--- config.mk ---
export PLATFORM = sky130hd
export DESIGN_NAME = mul_out_collector
export DESIGN_NICKNAME = d
export VERILOG_FILES = /design/src/rtl/mul_out_pkg.sv /design/src/rtl/mul_out_collector_sync_fifo.sv /design/src/rtl/mul_out_collector.sv
export SDC_FILE = /design/constraint.sdc
export NUM_CORES = 1
export LEC_CHECK = 0
export ABC_AREA = 1
export CORE_MARGIN = 2
export CORE_UTILIZATION = 35
export DETAILED_ROUTE_END_ITERATION = 12
export GPL_TIMING_DRIVEN = 0
export PLACE_DENSITY = 0.5
export SLEW_MARGIN = 25
export SYNTH_ARGS = -nofsm -noshare
export SYNTH_HDL_FRONTEND = slang
export SYNTH_SLANG_ARGS = --single-unit
export TNS_END_PERCENT = 5
--- constraint.sdc ---
create_clock -name clk -period 11.7 [get_ports clk]
set_input_delay 2.925 -clock clk [delete_from_list [all_inputs] [get_ports clk]]
set_output_delay 2.925 -clock clk [all_outputs]
set_load 0.02 [all_outputs]
--- src/rtl/mul_out_pkg.sv ---
// ============================================================================
// Package : mul_out_pkg
// Shared lane/exponent widths and the collector state encoding.
// Revision: 1.0 - initial release
// ============================================================================
`default_nettype none

`ifndef DW
`define DW 16
`endif

package mul_out_pkg;

  localparam int LANES = 4;
  localparam int EXP_W = 8;

  typedef enum logic [1:0] {
    ST_IDLE     = 2'd0,
    ST_COLLECT  = 2'd1,
    ST_EXP_REQ  = 2'd2,
    ST_EXP_WAIT = 2'd3
  } state_t;

endpackage

`default_nettype wire

--- src/rtl/mul_out_collector_sync_fifo.sv ---
// ============================================================================
// Module  : sync_fifo
// Single-clock FIFO with show-ahead read data; push is accepted when full
// only if a pop happens in the same cycle.
// Revision: 1.0 - initial release
// ============================================================================
`default_nettype none

module sync_fifo #(
  parameter int WIDTH = 65,
  parameter int DEPTH = 16
) (
  input  logic             clk,
  input  logic             rst,
  input  logic             wr_en,
  input  logic [WIDTH-1:0] wr_data,
  input  logic             rd_en,
  output logic [WIDTH-1:0] rd_data,
  output logic             full,
  output logic             empty
);

  localparam int c_AW = $clog2(DEPTH);
  localparam int c_CW = c_AW + 1;

  logic [WIDTH-1:0] r_mem [DEPTH];
  logic [c_AW-1:0]  r_wr_ptr;
  logic [c_AW-1:0]  r_rd_ptr;
  logic [c_CW-1:0]  r_count;
  logic             w_wr;
  logic             w_rd;

  assign full    = (r_count == c_CW'(DEPTH));
  assign empty   = (r_count == '0);
  assign w_rd    = rd_en && !empty;
  assign w_wr    = wr_en && (!full || w_rd);
  assign rd_data = r_mem[r_rd_ptr];

  // Storage is left unreset; only the pointers define validity.
  always_ff @(posedge clk) begin
    if (w_wr) begin
      r_mem[r_wr_ptr] <= wr_data;
    end
  end

  always_ff @(posedge clk) begin
    if (rst) begin
      r_wr_ptr <= '0;
      r_rd_ptr <= '0;
      r_count  <= '0;
    end else begin
      if (w_wr) begin
        r_wr_ptr <= r_wr_ptr + 1'b1;
      end
      if (w_rd) begin
        r_rd_ptr <= r_rd_ptr + 1'b1;
      end
      case ({w_wr, w_rd})
        2'b10:   r_count <= r_count + 1'b1;
        2'b01:   r_count <= r_count - 1'b1;
        default: r_count <= r_count;
      endcase
    end
  end

endmodule

`default_nettype wire

--- src/rtl/mul_out_collector.sv ---
// ============================================================================
// Module  : mul_out_collector
// Buffers 4-lane product words, serializes them lane by lane and runs the
// per-batch exponent handshake (compiled only with COLLECT_EXP_EN).
// Revision: 1.0 - initial release
// ============================================================================
`default_nettype none

`ifndef DW
`define DW 16
`endif

module mul_out_collector
  import mul_out_pkg::*;
#(
  parameter int FIFO_DEPTH = 16
) (
  input  logic                  clk,
  input  logic                  rst,
  input  logic [10:0]           batch_len_minusone,
  input  logic                  start,
  input  logic [LANES*`DW-1:0]  in_data,
  input  logic                  in_vld,
  output logic [`DW-1:0]        out_data,
  output logic                  out_vld,
  input  logic                  out_ready,
  output logic                  out_last,
  output logic                  max_exponent_ready,
  input  logic [EXP_W-1:0]      max_exponent,
  input  logic                  max_exponent_vld,
  output logic [EXP_W-1:0]      exp_out,
  output logic                  exp_out_vld,
  output logic                  ovf_err,
  output logic                  seq_err
);

  localparam int c_WW = LANES * `DW;
  localparam int c_LW = $clog2(LANES);
  localparam logic [c_LW-1:0] c_LAST_LANE = c_LW'(LANES - 1);

  state_t            r_state;
  logic [10:0]       r_len;
  logic [10:0]       r_cnt;
  logic [c_LW-1:0]   r_lane;
  logic [`DW-1:0]    r_out_data;
  logic              r_out_vld;
  logic              r_out_last;
  logic              r_ovf;

  logic [c_WW:0]     w_head;
  logic              w_full;
  logic              w_empty;
  logic              w_load;
  logic              w_pop;
  logic              w_push_req;
  logic              w_push_ok;
  logic              w_last_tag;
  logic              w_batch_done;

  assign w_push_req   = in_vld && (r_state != ST_IDLE);
  // A lane is staged whenever the output register is free or draining.
  assign w_load       = !w_empty && (!r_out_vld || out_ready);
  assign w_pop        = w_load && (r_lane == c_LAST_LANE);
  assign w_push_ok    = w_push_req && (!w_full || w_pop);
  assign w_last_tag   = (r_cnt == r_len);
  assign w_batch_done = w_push_ok && w_last_tag;

  sync_fifo #(
    .WIDTH (c_WW + 1),
    .DEPTH (FIFO_DEPTH)
  ) u_fifo (
    .clk     (clk),
    .rst     (rst),
    .wr_en   (w_push_ok),
    .wr_data ({w_last_tag, in_data}),
    .rd_en   (w_pop),
    .rd_data (w_head),
    .full    (w_full),
    .empty   (w_empty)
  );

  // Serializer: the word stays at the FIFO head until its last lane is staged.
  always_ff @(posedge clk) begin
    if (rst) begin
      r_out_data <= '0;
      r_out_vld  <= 1'b0;
      r_out_last <= 1'b0;
      r_lane     <= '0;
    end else if (w_load) begin
      r_out_data <= w_head[r_lane*`DW +: `DW];
      r_out_last <= w_head[c_WW] && (r_lane == c_LAST_LANE);
      r_out_vld  <= 1'b1;
      r_lane     <= r_lane + 1'b1;
    end else if (out_ready) begin
      r_out_vld  <= 1'b0;
      r_out_last <= 1'b0;
    end
  end

  always_ff @(posedge clk) begin
    if (rst) begin
      r_len <= '0;
      r_cnt <= '0;
      r_ovf <= 1'b0;
    end else begin
      if ((r_state == ST_IDLE) && start) begin
        r_len <= batch_len_minusone;
        r_cnt <= '0;
      end else if (w_push_ok) begin
        r_cnt <= w_last_tag ? 11'd0 : (r_cnt + 11'd1);
      end
      if (w_push_req && w_full && !w_pop) begin
        r_ovf <= 1'b1;
      end
    end
  end

`ifdef COLLECT_EXP_EN
  logic              r_exp_ready;
  logic [EXP_W-1:0]  r_exp_out;
  logic              r_exp_vld;
  logic              r_seq;

  always_ff @(posedge clk) begin
    if (rst) begin
      r_state     <= ST_IDLE;
      r_exp_ready <= 1'b0;
      r_exp_out   <= '0;
      r_exp_vld   <= 1'b0;
      r_seq       <= 1'b0;
    end else begin
      r_exp_vld <= 1'b0;
      case (r_state)
        ST_IDLE: begin
          if (start) begin
            r_state <= ST_COLLECT;
          end
        end
        ST_COLLECT: begin
          if (w_batch_done) begin
            r_state     <= ST_EXP_REQ;
            r_exp_ready <= 1'b1;
          end
        end
        ST_EXP_REQ: begin
          r_exp_ready <= 1'b0;
          r_state     <= ST_EXP_WAIT;
          if (w_batch_done) begin
            r_seq <= 1'b1;
          end
        end
        ST_EXP_WAIT: begin
          // A batch closing before the exponent returns is kept but flagged.
          if (w_batch_done) begin
            r_seq <= 1'b1;
          end
          if (max_exponent_vld) begin
            r_exp_out <= max_exponent;
            r_exp_vld <= 1'b1;
            r_state   <= ST_COLLECT;
          end
        end
        default: r_state <= ST_IDLE;
      endcase
    end
  end

  assign max_exponent_ready = r_exp_ready;
  assign exp_out            = r_exp_out;
  assign exp_out_vld        = r_exp_vld;
  assign seq_err            = r_seq;
`else
  logic w_unused;

  always_ff @(posedge clk) begin
    if (rst) begin
      r_state <= ST_IDLE;
    end else if ((r_state == ST_IDLE) && start) begin
      r_state <= ST_COLLECT;
    end
  end

  assign w_unused           = ^{max_exponent, max_exponent_vld, w_batch_done};
  assign max_exponent_ready = 1'b0;
  assign exp_out            = '0;
  assign exp_out_vld        = 1'b0;
  assign seq_err            = 1'b0;
`endif

  assign out_data = r_out_data;
  assign out_vld  = r_out_vld;
  assign out_last = r_out_last;
  assign ovf_err  = r_ovf;

endmodule

`default_nettype wire

==> impl_metrics.ini <==
[outcome]
status = complete, no violations

[final_layout]
final_util_pct = 41.7
syn2layout_area_growth_pct = 18.5
final_cells = 5845
drive_gt1_share_pct = 10.7
nets = 4184

[place]
place_worst_setup_slack_ns = 5.50
gp_congestion = 0.928
hpwl_mm = 96.2
dp.cells = 5626
numPortBuffers = 97

[clocking]
cts_resized = 0
clock-sinks = 1101
ctsHoldBuffers = 0
cts_tree = yes
cts_buffers = 118
ctsRootBufferMaster = clkbuf_16
cts_post_setup_buffers_inserted = 0
htreeDepth = 3
clockBufferDepth = 3
clk_latency_ns = 0.75
path_clk_slew_ns = 0.06

[yosys]
synthMuxAreaShare_pct = 0
ys_ff_latch = 1101
synth_xor_area_share_pct = 0.488
syn_inst = 3797
syn_avg_cell_area_sq_um = 11.8
netlist_area_sq_um = 44800
synth_edf_count = 1040
yosysTopAreaCell = edfxtp_1
synth-compound-area-share_pct = 0.765
yosysMostFrequentCell = nand2_1
synthArstFlopShare_pct = 0
netlist_top_cells_count = nand2_1, edfxtp_1, nand3_1
synth_cell_type_count = 34
synth_top_family_by_area = simple AND/OR/NAND/NOR gates
synth_area_leaders = edfxtp_1, nand3_1, nand2_1, dfxtp_1, buf_6
ys.flop_type = edfxtp_1
yosys_warnings = 0
synth_simple_gate_area_share_pct = 21.9
synthAdderAreaFrac_pct = 0.307
ys_seq_area_share_pct = 72.4
yosys.area.top_type_share_pct = 69.6

[floorplan]
dieWidth_um = 362
row_count = 131
dieArea_sq_um = 131000
initial_core_util_pct = 35.2
fp.dieH_um = 362
core-area_sq_um = 127000
ioPinCount = 119

[worst_setup_path]
cp_data_required_time_ns = 12.12
crit_type = input pin to register
cp_top_family = buffers and inverters
worst_r2r_path_depth = 11
cp.arrival_ns = 5.87
cp-end-kind = register
max_stage_delay_ns = 0.47
crit_fanout = 19
path_cells = clkdlybuf4s50_1, inv_1, nand2_1, inv_1, o211ai_1, nand2_1, inv_1, buf_2, nand2_1, nor2_4, buf_16, buf_16, buf_12
critPathBufInv = 8
cp_slowest_cell = nor2_4
worstSetupStartpointType = input pin
regToRegSetupSlack_ns = 8.26
rr_startpoint = r_lane[0]
r2r-end = u_fifo.r_mem[4][52]

[sta]
worst_clock_skew_ns = 0.0438
worst_slack_ns = 6.25
fin_crit_sh_pct = 46.6
tightest_slew_ns = 1.09
fin_crit_ns = 5.45
relSlewSlack_pct = 27.6
setup_tns_ns = 0
finalHoldViolCount = 0
drv_slew = 0
fmax_mhz = 183
rsz0062_at_grt = no
setup_violations = 0

[power_and_ir_drop]
leakage_nw = 19.0
p_per_area_nw_per_um2 = 163
ir_drop_mv = 0.127

[global_route]
grt_use_total_pct = 21.0
antenna_found_initial = 11
grt_start_max_net_pins = 22
grt_pass1_wl_mm = 199
grt_pass1_vias = 28300
gr-total-overflow = 0

[routing]
drtAntennaViolNets = 0
drt-total-wl_mm = 139
wl_per_cell_um = 23.7
first_iter_violations = 2790
avgViaCountPerCell = 5.08
drc = 0
first_pass_iters = 6
vias = 29700

[flow_run]
maxCapViolCount = 0

[worst_hold_path]
hold_end = r_len[4]
min_from = r_len[4]
holdPathStages = 2
hold_path.class = register to register
## cell type report
| class | instances | area, sq um |
|---|---|---|
| well taps | 1662 | 2080 |
| clock buffers | 151 | 3150 |
| repair buffers | 157 | 2420 |
| plain buffers | 249 | 1630 |
| diodes | 4 | 10.0 |
| inverters | 55 | 214 |
| clock inverters | 64 | 487 |
| fillers | 11900 | 74200 |
| multi-input cells | 2402 | 10700 |
| flip-flops and latches | 1101 | 32500 |
## power by group
part	internal, mW	switching (mW)	total [mW]
combinational	0.212	0.508	0.721
sequential	4.35	0.0250	4.38
clock	2.00	1.56	3.56
## tightest hold or removal path, delay by kind of cell (launching register included)
family / cells / cell delay, ns
flops: 1 / 0.31
buf+inv: 1 / 0.06
compound gates: 1 / 0.05
## stage by stage
stage / instance area [sq um] / hold WS, ns / power (mW)
floorplan: 44900 / 0.444 / 4.82
global placement: 47900 / 0.456 / 5.16
detailed placement: 49500 / 0.463 / 5.18
CTS: 53100 / 0.472 / 8.72
global route: 53100 / 0.522 / 8.93
finish: 53200 / 0.472 / 8.65
## metal layers
layer  wire, um  part of all wire (%)  vias up  GRT usage (%)
li1           -                     -    13900              -
met1      59800                    43    14600           28.4
met4       2660                   1.9       12           5.60
met3       9380                   6.8      159           3.68
met5         66                 0.048        -              0
met2      66800                    48      972           34.8
## worst max path at each step
stage                   start             endpoint  slack (ns)  cells past startpoint
floorplan           out_ready   u_fifo.r_mem[0][0]        4.68                      9
global placement    out_ready  u_fifo.r_mem[6][52]        0.62                     10
detailed placement  out_ready  u_fifo.r_mem[4][53]        5.50                     13
CTS                 out_ready  u_fifo.r_mem[4][52]        6.29                     13
global route        out_ready  u_fifo.r_mem[4][51]        6.09                     13
finish              out_ready  u_fifo.r_mem[4][52]        6.25                     13
## cells in the final DEF, fill, tap and decap left out, types with 4 or more instances in the layout
cell and count:
buf_1 11, nand3_1 963, edfxtp_1 1040, inv_1 50, ha_1 11, buf_2 113, clkdlybuf4s50_1 97, nor2_1 78
diode_2 4, clkinv_1 27, o221ai_1 5, buf_12 25, nand2_1 1222, o21ai_0 29, buf_16 34, a21oi_1 25
bufinv_16 5, clkbuf_16 120, xnor2_1 8, conb_1 11, buf_4 30, nor2_4 16, nor3_1 7, buf_6 56
xor2_1 17, clkbuf_1 63, dfxtp_1 61, clkinv_2 27
## state kept, by name, summed over array words and instances, names as in the netlist, named ones only
signal           cells
u_fifo.r_mem      1040
out_data            16
r_cnt               11
r_len               11
u_fifo.r_count       5
u_fifo.r_rd_ptr      4
u_fifo.r_wr_ptr      4
r_lane               2
out_last             1
out_vld              1
ovf_err              1
r_state              1
## kinds of logic (layout without fill, tap and decap cells)
group,count (synthesis),in the layout
other cells,1,15
xor+xnor,25,25
compound gates,63,63
simple gates,2292,2292
flops,1101,1101
buf+inv,304,676
fa+ha+maj,11,11
No activity file was read; power rests on OpenSTA's default activity.
